## src/rtl/imm_packer_pkg.sv

```systemverilog
// Shared encodings for the immediate packer, generator and decoder.
package imm_packer_pkg;

  localparam logic [2:0] IMM_I  = 3'b000;
  localparam logic [2:0] IMM_S  = 3'b001;
  localparam logic [2:0] IMM_U  = 3'b010;
  localparam logic [2:0] IMM_LI = 3'b011;
  localparam logic [2:0] IMM_B  = 3'b101;
  localparam logic [2:0] IMM_J  = 3'b110;

  localparam logic [6:0] OP_LUI   = 7'b0110111;
  localparam logic [6:0] OP_OPIMM = 7'b0010011;

  typedef enum logic [0:0] {
    StIdle,
    StEmit2
  } state_e;

endpackage

```

## src/rtl/imm_packer_if.sv

```systemverilog
// Request/response stream bundle of the immediate packer.
interface imm_packer_if;

  logic        in_valid;
  logic        in_ready;
  logic [2:0]  ImmSrc;
  logic [31:0] imm_val;
  logic [31:0] instr_base;
  logic        out_valid;
  logic        out_ready;
  logic [31:0] instr;
  logic        out_err;

  modport master (
    output in_valid, ImmSrc, imm_val, instr_base, out_ready,
    input  in_ready, out_valid, instr, out_err
  );

  modport slave (
    input  in_valid, ImmSrc, imm_val, instr_base, out_ready,
    output in_ready, out_valid, instr, out_err
  );

endinterface

```

## src/rtl/imm_pack_field.sv

```systemverilog
// Combinational scatter of an immediate into RV32I instruction fields, with range check.
module imm_pack_field
  import imm_packer_pkg::*;
(
  input  logic [2:0]  imm_src_i,
  input  logic [31:0] imm_i,
  input  logic [31:0] base_i,
  output logic [31:0] word_o,
  output logic        err_o
);

  // An immediate fits an N-bit signed field when all bits above N-2 match the sign.
  logic fits12, fits13, fits21;
  assign fits12 = (&imm_i[31:11]) | ~(|imm_i[31:11]);
  assign fits13 = (&imm_i[31:12]) | ~(|imm_i[31:12]);
  assign fits21 = (&imm_i[31:20]) | ~(|imm_i[31:20]);

  always_comb begin
    word_o = base_i;
    err_o  = 1'b0;
    case (imm_src_i)
      IMM_I: begin
        word_o[31:20] = imm_i[11:0];
        err_o         = ~fits12;
      end
      IMM_S: begin
        word_o[31:25] = imm_i[11:5];
        word_o[11:7]  = imm_i[4:0];
        err_o         = ~fits12;
      end
      IMM_B: begin
        word_o[31]    = imm_i[12];
        word_o[30:25] = imm_i[10:5];
        word_o[11:8]  = imm_i[4:1];
        word_o[7]     = imm_i[11];
        err_o         = ~fits13 | imm_i[0];
      end
      IMM_U: begin
        word_o[31:12] = imm_i[31:12];
        err_o         = |imm_i[11:0];
      end
      IMM_J: begin
        word_o[31]    = imm_i[20];
        word_o[30:21] = imm_i[10:1];
        word_o[20]    = imm_i[11];
        word_o[19:12] = imm_i[19:12];
        err_o         = ~fits21 | imm_i[0];
      end
      default: err_o = 1'b1;
    endcase
  end

endmodule

```

## src/rtl/imm_packer.sv

```systemverilog
// Immediate packer: stream handshake and output register around imm_pack_field.
// Define IMM_PACKER_LI_SPLIT_EN to expand ImmSrc=011 (LI) into LUI + ADDI.
module imm_packer
  import imm_packer_pkg::*;
#(
  parameter int unsigned XLEN = 32
) (
  input logic        clk,
  input logic        rst,
  imm_packer_if.slave bus
);

  logic [XLEN-1:0] instr_q, instr_d;
  logic            out_valid_q, out_valid_d;
  logic            err_q, err_d;
  logic [31:0]     field_word;
  logic            field_err;
  logic            accept;

  imm_pack_field u_field (
    .imm_src_i (bus.ImmSrc),
    .imm_i     (bus.imm_val),
    .base_i    (bus.instr_base),
    .word_o    (field_word),
    .err_o     (field_err)
  );

`ifdef IMM_PACKER_LI_SPLIT_EN
  state_e      state_q, state_d;
  logic [11:0] lo_q, lo_d;
  logic [4:0]  rd_q, rd_d;
  logic [19:0] li_hi;

  // (imm + 0x800) >> 12 without a full-width adder: the carry out of the low 12 bits is imm[11].
  assign li_hi        = bus.imm_val[31:12] + {19'b0, bus.imm_val[11]};
  assign bus.in_ready = (state_q == StIdle) && (!out_valid_q || bus.out_ready);
`else
  assign bus.in_ready = !out_valid_q || bus.out_ready;
`endif

  assign accept        = bus.in_valid && bus.in_ready;
  assign bus.out_valid = out_valid_q;
  assign bus.instr     = instr_q;
  assign bus.out_err   = err_q;

  always_comb begin
    instr_d     = instr_q;
    out_valid_d = out_valid_q;
    err_d       = err_q;
`ifdef IMM_PACKER_LI_SPLIT_EN
    state_d = state_q;
    lo_d    = lo_q;
    rd_d    = rd_q;
`endif
    if (accept) begin
      out_valid_d = 1'b1;
      instr_d     = field_word;
      err_d       = field_err;
`ifdef IMM_PACKER_LI_SPLIT_EN
      if (bus.ImmSrc == IMM_LI) begin
        instr_d = {li_hi, bus.instr_base[11:7], OP_LUI};
        err_d   = 1'b0;
        lo_d    = bus.imm_val[11:0];
        rd_d    = bus.instr_base[11:7];
        if (|bus.imm_val[11:0]) begin
          state_d = StEmit2;
        end
      end
`endif
    end else if (out_valid_q && bus.out_ready) begin
`ifdef IMM_PACKER_LI_SPLIT_EN
      if (state_q == StEmit2) begin
        instr_d = {lo_q, rd_q, 3'b000, rd_q, OP_OPIMM};
        err_d   = 1'b0;
        state_d = StIdle;
      end else begin
        out_valid_d = 1'b0;
      end
`else
      out_valid_d = 1'b0;
`endif
    end
  end

  always_ff @(posedge clk or posedge rst) begin
    if (rst) begin
      instr_q     <= '0;
      out_valid_q <= 1'b0;
      err_q       <= 1'b0;
`ifdef IMM_PACKER_LI_SPLIT_EN
      state_q <= StIdle;
      lo_q    <= '0;
      rd_q    <= '0;
`endif
    end else begin
      instr_q     <= instr_d;
      out_valid_q <= out_valid_d;
      err_q       <= err_d;
`ifdef IMM_PACKER_LI_SPLIT_EN
      state_q <= state_d;
      lo_q    <= lo_d;
      rd_q    <= rd_d;
`endif
    end
  end

endmodule
```

## src/flat_wrapper.sv

```systemverilog
// flat-port wrapper written by rule: the top's interface ports become plain ports
module imm_packer_flat import imm_packer_pkg::*;
#(
  parameter int unsigned XLEN = 32
)
  (clk, rst, bus_in_valid, bus_ImmSrc, bus_imm_val, bus_instr_base, bus_out_ready, bus_in_ready, bus_out_valid, bus_instr, bus_out_err);
  imm_packer_if bus_i ();
  input logic clk;
  input logic rst;
  input wire logic [$bits(bus_i.in_valid)-1:0] bus_in_valid;
  input wire logic [$bits(bus_i.ImmSrc)-1:0] bus_ImmSrc;
  input wire logic [$bits(bus_i.imm_val)-1:0] bus_imm_val;
  input wire logic [$bits(bus_i.instr_base)-1:0] bus_instr_base;
  input wire logic [$bits(bus_i.out_ready)-1:0] bus_out_ready;
  output wire logic [$bits(bus_i.in_ready)-1:0] bus_in_ready;
  output wire logic [$bits(bus_i.out_valid)-1:0] bus_out_valid;
  output wire logic [$bits(bus_i.instr)-1:0] bus_instr;
  output wire logic [$bits(bus_i.out_err)-1:0] bus_out_err;
  assign bus_i.in_valid = bus_in_valid;
  assign bus_i.ImmSrc = bus_ImmSrc;
  assign bus_i.imm_val = bus_imm_val;
  assign bus_i.instr_base = bus_instr_base;
  assign bus_i.out_ready = bus_out_ready;
  assign bus_in_ready = bus_i.in_ready;
  assign bus_out_valid = bus_i.out_valid;
  assign bus_instr = bus_i.instr;
  assign bus_out_err = bus_i.out_err;
  imm_packer #(.XLEN(XLEN)) u_core (.clk(clk), .rst(rst), .bus(bus_i));
endmodule
```

## config.mk

```make
export PLATFORM = sky130hd
export DESIGN_NAME = imm_packer_flat
export DESIGN_NICKNAME = d
export VERILOG_FILES = /design/src/rtl/imm_packer_pkg.sv /design/src/rtl/imm_packer_if.sv /design/src/rtl/imm_pack_field.sv /design/src/rtl/imm_packer.sv /design/src/flat_wrapper.sv
export SDC_FILE = /design/constraint.sdc
export NUM_CORES = 1
export LEC_CHECK = 0
export CELL_PAD_IN_SITES_DETAIL_PLACEMENT = 1
export CELL_PAD_IN_SITES_GLOBAL_PLACEMENT = 1
export CORE_MARGIN = 3
export CORE_UTILIZATION = 29
export CTS_BUF_LIST = sky130_fd_sc_hd__clkbuf_8
export CTS_CLUSTER_SIZE = 12
export DETAILED_ROUTE_END_ITERATION = 7
export PLACE_DENSITY = 0.89
export SLEW_MARGIN = 20
export SYNTH_ARGS = -nofsm -noshare
export SYNTH_HDL_FRONTEND = slang
export SYNTH_SLANG_ARGS = --single-unit
```

## constraint.sdc

```tcl
create_clock -name clk -period 1.65 [get_ports clk]
set_clock_uncertainty 0.2 [all_clocks]
set_input_delay 0.33 -clock clk [delete_from_list [all_inputs] [get_ports clk]]
set_output_delay 0.33 -clock clk [all_outputs]
set_load 0.01 [all_outputs]
```

==> results.md <==
* Number of synthesized flops with an enable pin at 0
* MaxCap Viol Count at 0
* Post-layout worst setup margin at 0.0545 ns
* Worst Path Max Fanout at 3
* Router iterations before antenna repair at 4
* Status: complete, no violations
* Worst Path Required at 1.61 ns
* Hold WC Path Type: in2async
* H-Tree Depth at 2
* DP Area at 3570 um^2
* Multi-input gate area at 1260 um^2
* Sequential area share after synthesis at 0.403
* Pwr Total at 2.57 mW
* Fill cell count at 825
* Critical path class: in2reg
* Synth top area cells: dfrtp_1 (40%), mux2i_1 (12%), o21ai_0 (10%)
* Global-route wire length before repair at 13.8 mm
* Syn Area/Cell at 8.84 um^2
* Initial antenna violation count at 0
* F_max at 627 MHz
* Max Slew Vio Count at 0
* TNS Setup at 0 ns
* Flop and latch count out of synthesis at 34
* Async SR Flop Fraction at 1.00
* Area grow syn2layout at 77.8%
* Post-synth top flop: dfrtp_1
* Worst slew margin at 0.821
* Starting Density at 0.304
* Clk_lat worst skew at 0.28 ns
* # IOs at 106
* Final GP Congestion at 0.853
* Vias in the first global route at 2676
* CTS Sinks at 34
* Die X at 91.4 um
* LEAKAGE at 1.77 nW
* Synth top area share at 0.403
* Number of failing hold endpoints at the final stage at 0
* Post-route DRC violation count at 0
* Sequential cell area at 851 um^2
* Hpwl dp at 6.76 mm
* First DRT Iteration DRCs at 66
* Mapped Cells at 239
* CP Capture Type: register
* Peak VDD IR at 288 uV
* Port Buffer Count at 105
* Worst Tran Pin Value at 0.269 ns
* Nets at 453
* Place WS at -0.571 ns
* Top cells by count, synth: o21ai_0 (43), nand2_1 (39), dfrtp_1 (34)
* Final Non-Filler Cells at 479
* Critical path arrival at 1.56 ns
* Total track usage at 0.205
* Synth area leader: dfrtp_1
* Net Count, Synth at 310
* WHS at 0.204 ns
* Yosys cell types at 33
* CTS clock-pin slew for the worst setup and hold paths at 0.07 ns
* Core area at 6940 um^2
* DIE AREA at 8350 um^2
* Syn Std Cell Area at 2110 um^2
* Diode count at 0
* Site row count at 30
* Critical Path Source Type: input port
* Die Y at 91.4 um
* Drt via density at 5.03
* Count leader, synth: o21ai_0
* PwrDens at 683 nW/um^2
* Root Driver: clkbuf_8
* Finish-stage setup viols at 0
* TritonCTS clock tree: built
* Number of cells after detailed placement at 469
* Max Root-Sink Buffers at 2
* GRT Residual Overflow at 0
* TritonCTS Buffers at 5
* Fin area at 3760 um^2
* Ys Warns at 0
* Period utilization at 0.967
* Cts hold-fix bufs at 0
* Detail Route Antenna Nets at 0
* Final Routed Wirelength at 8.58 mm
* Share of layout cells above drive strength 1 at 0.230
* Layout Utilization at 0.541
* Largest net degree at the start of global routing at 47
* DR vias at 2407
* Average wire per standard cell at 17.9 um
* Post-route minimum period at 1.60 ns
-- cell type report --
cell class / instances / share of cell area
repair buffers: 154 / 0.375
multi-input cells: 180 / 0.335
flip-flops and latches: 34 / 0.226
well taps: 96 / 0.0320
clock buffers: 6 / 0.0220
inverters: 7 / 0.00699
clock inverters: 2 / 0.00233
-- critical path: stages --
cell,delay [ns]
dlygate4sd2_1,0.27
nor4_2,0.30
and3_4,0.25
nand3_2,0.09
o2111ai_2,0.21
o221ai_2,0.11
-- final timing paths --
path                                           start              endpoint  slack [ns]  depth (start not counted)
worst max-delay path                 bus_imm_val[22]    u_core.bus.out_err        0.05                          6
worst min-delay path                             rst  u_core.bus.instr[14]        0.20                          3
worst max register to register  u_core.bus.out_valid   u_core.bus.instr[5]        0.14                          5
worst min register to register   u_core.bus.instr[8]   u_core.bus.instr[8]        0.28                          2
max in group asynchronous                        rst   u_core.bus.instr[1]        0.86                          3
min in group clk                       bus_out_ready  u_core.bus.out_valid        0.25                          4
-- per-layer routing --
| metal | routed length [um] | GRT usage | share of wire | vias to the layer above |
|---|---|---|---|---|
| li1 | - | - | - | 1145 |
| met1 | 3600 | 0.244 | 0.42 | 1179 |
| met2 | 4460 | 0.374 | 0.52 | 74 |
| met3 | 449 | 0.0464 | 0.052 | 9 |
| met4 | 72 | 0.0440 | 0.0084 | 0 |
| met5 | 0 | 0 | 0 | - |
-- logic make-up after synthesis --
kind of cell,count (synthesis),share of synthesized area
AO/OA/AOI/OAI,70,0.188
AND/OR/NAND/NOR,78,0.188
flip-flops,34,0.403
buffers and inverters,25,0.0663
multiplexers,32,0.156
-- what timing repair did --
item / in CTS / in global routing
pin swaps: 14 / 7
cloned: 1 / 0
endpoints found under the setup margin: 68 / 25
setup buffers: 1 / 0
resized for setup: 90 / 16
-- where the power goes --
group	total [mW]	internal [mW]	leakage, nW	switching, mW
clock	0.643	0.331	0.0524	0.312
sequential	1.02	0.956	0.410	0.0651
combinational	0.901	0.480	1.31	0.422
total	2.57	1.77	1.77	0.799
-- cell usage in the layout, fill, tap and decap left out, types with 2 or more instances in the layout --
cell type and n:
a21oi_1 13, a31oi_1 2, buf_12 4, buf_4 42
buf_6 3, clkbuf_8 6, clkdlybuf4s50_1 36, dfrtp_1 34
dlygate4sd2_1 62, dlymetal6s2s_1 5, inv_1 8, mux2_2 3
mux2_4 4, mux2i_1 24, nand2_1 38, nand2b_1 4
nand3_1 2, nand4_1 5, nor2_1 3, nor3b_1 5
nor4_2 5, nor4_4 2, o21ai_0 40, o21ai_1 4
o32a_1 6
-- registers in the layout, indices dropped and copies added (netlist names) --
signal / cells
u_core.bus.out_err: 1
u_core.bus.out_valid: 1
u_core.bus.instr: 32
No activity file was read; power rests on OpenSTA's default activity.
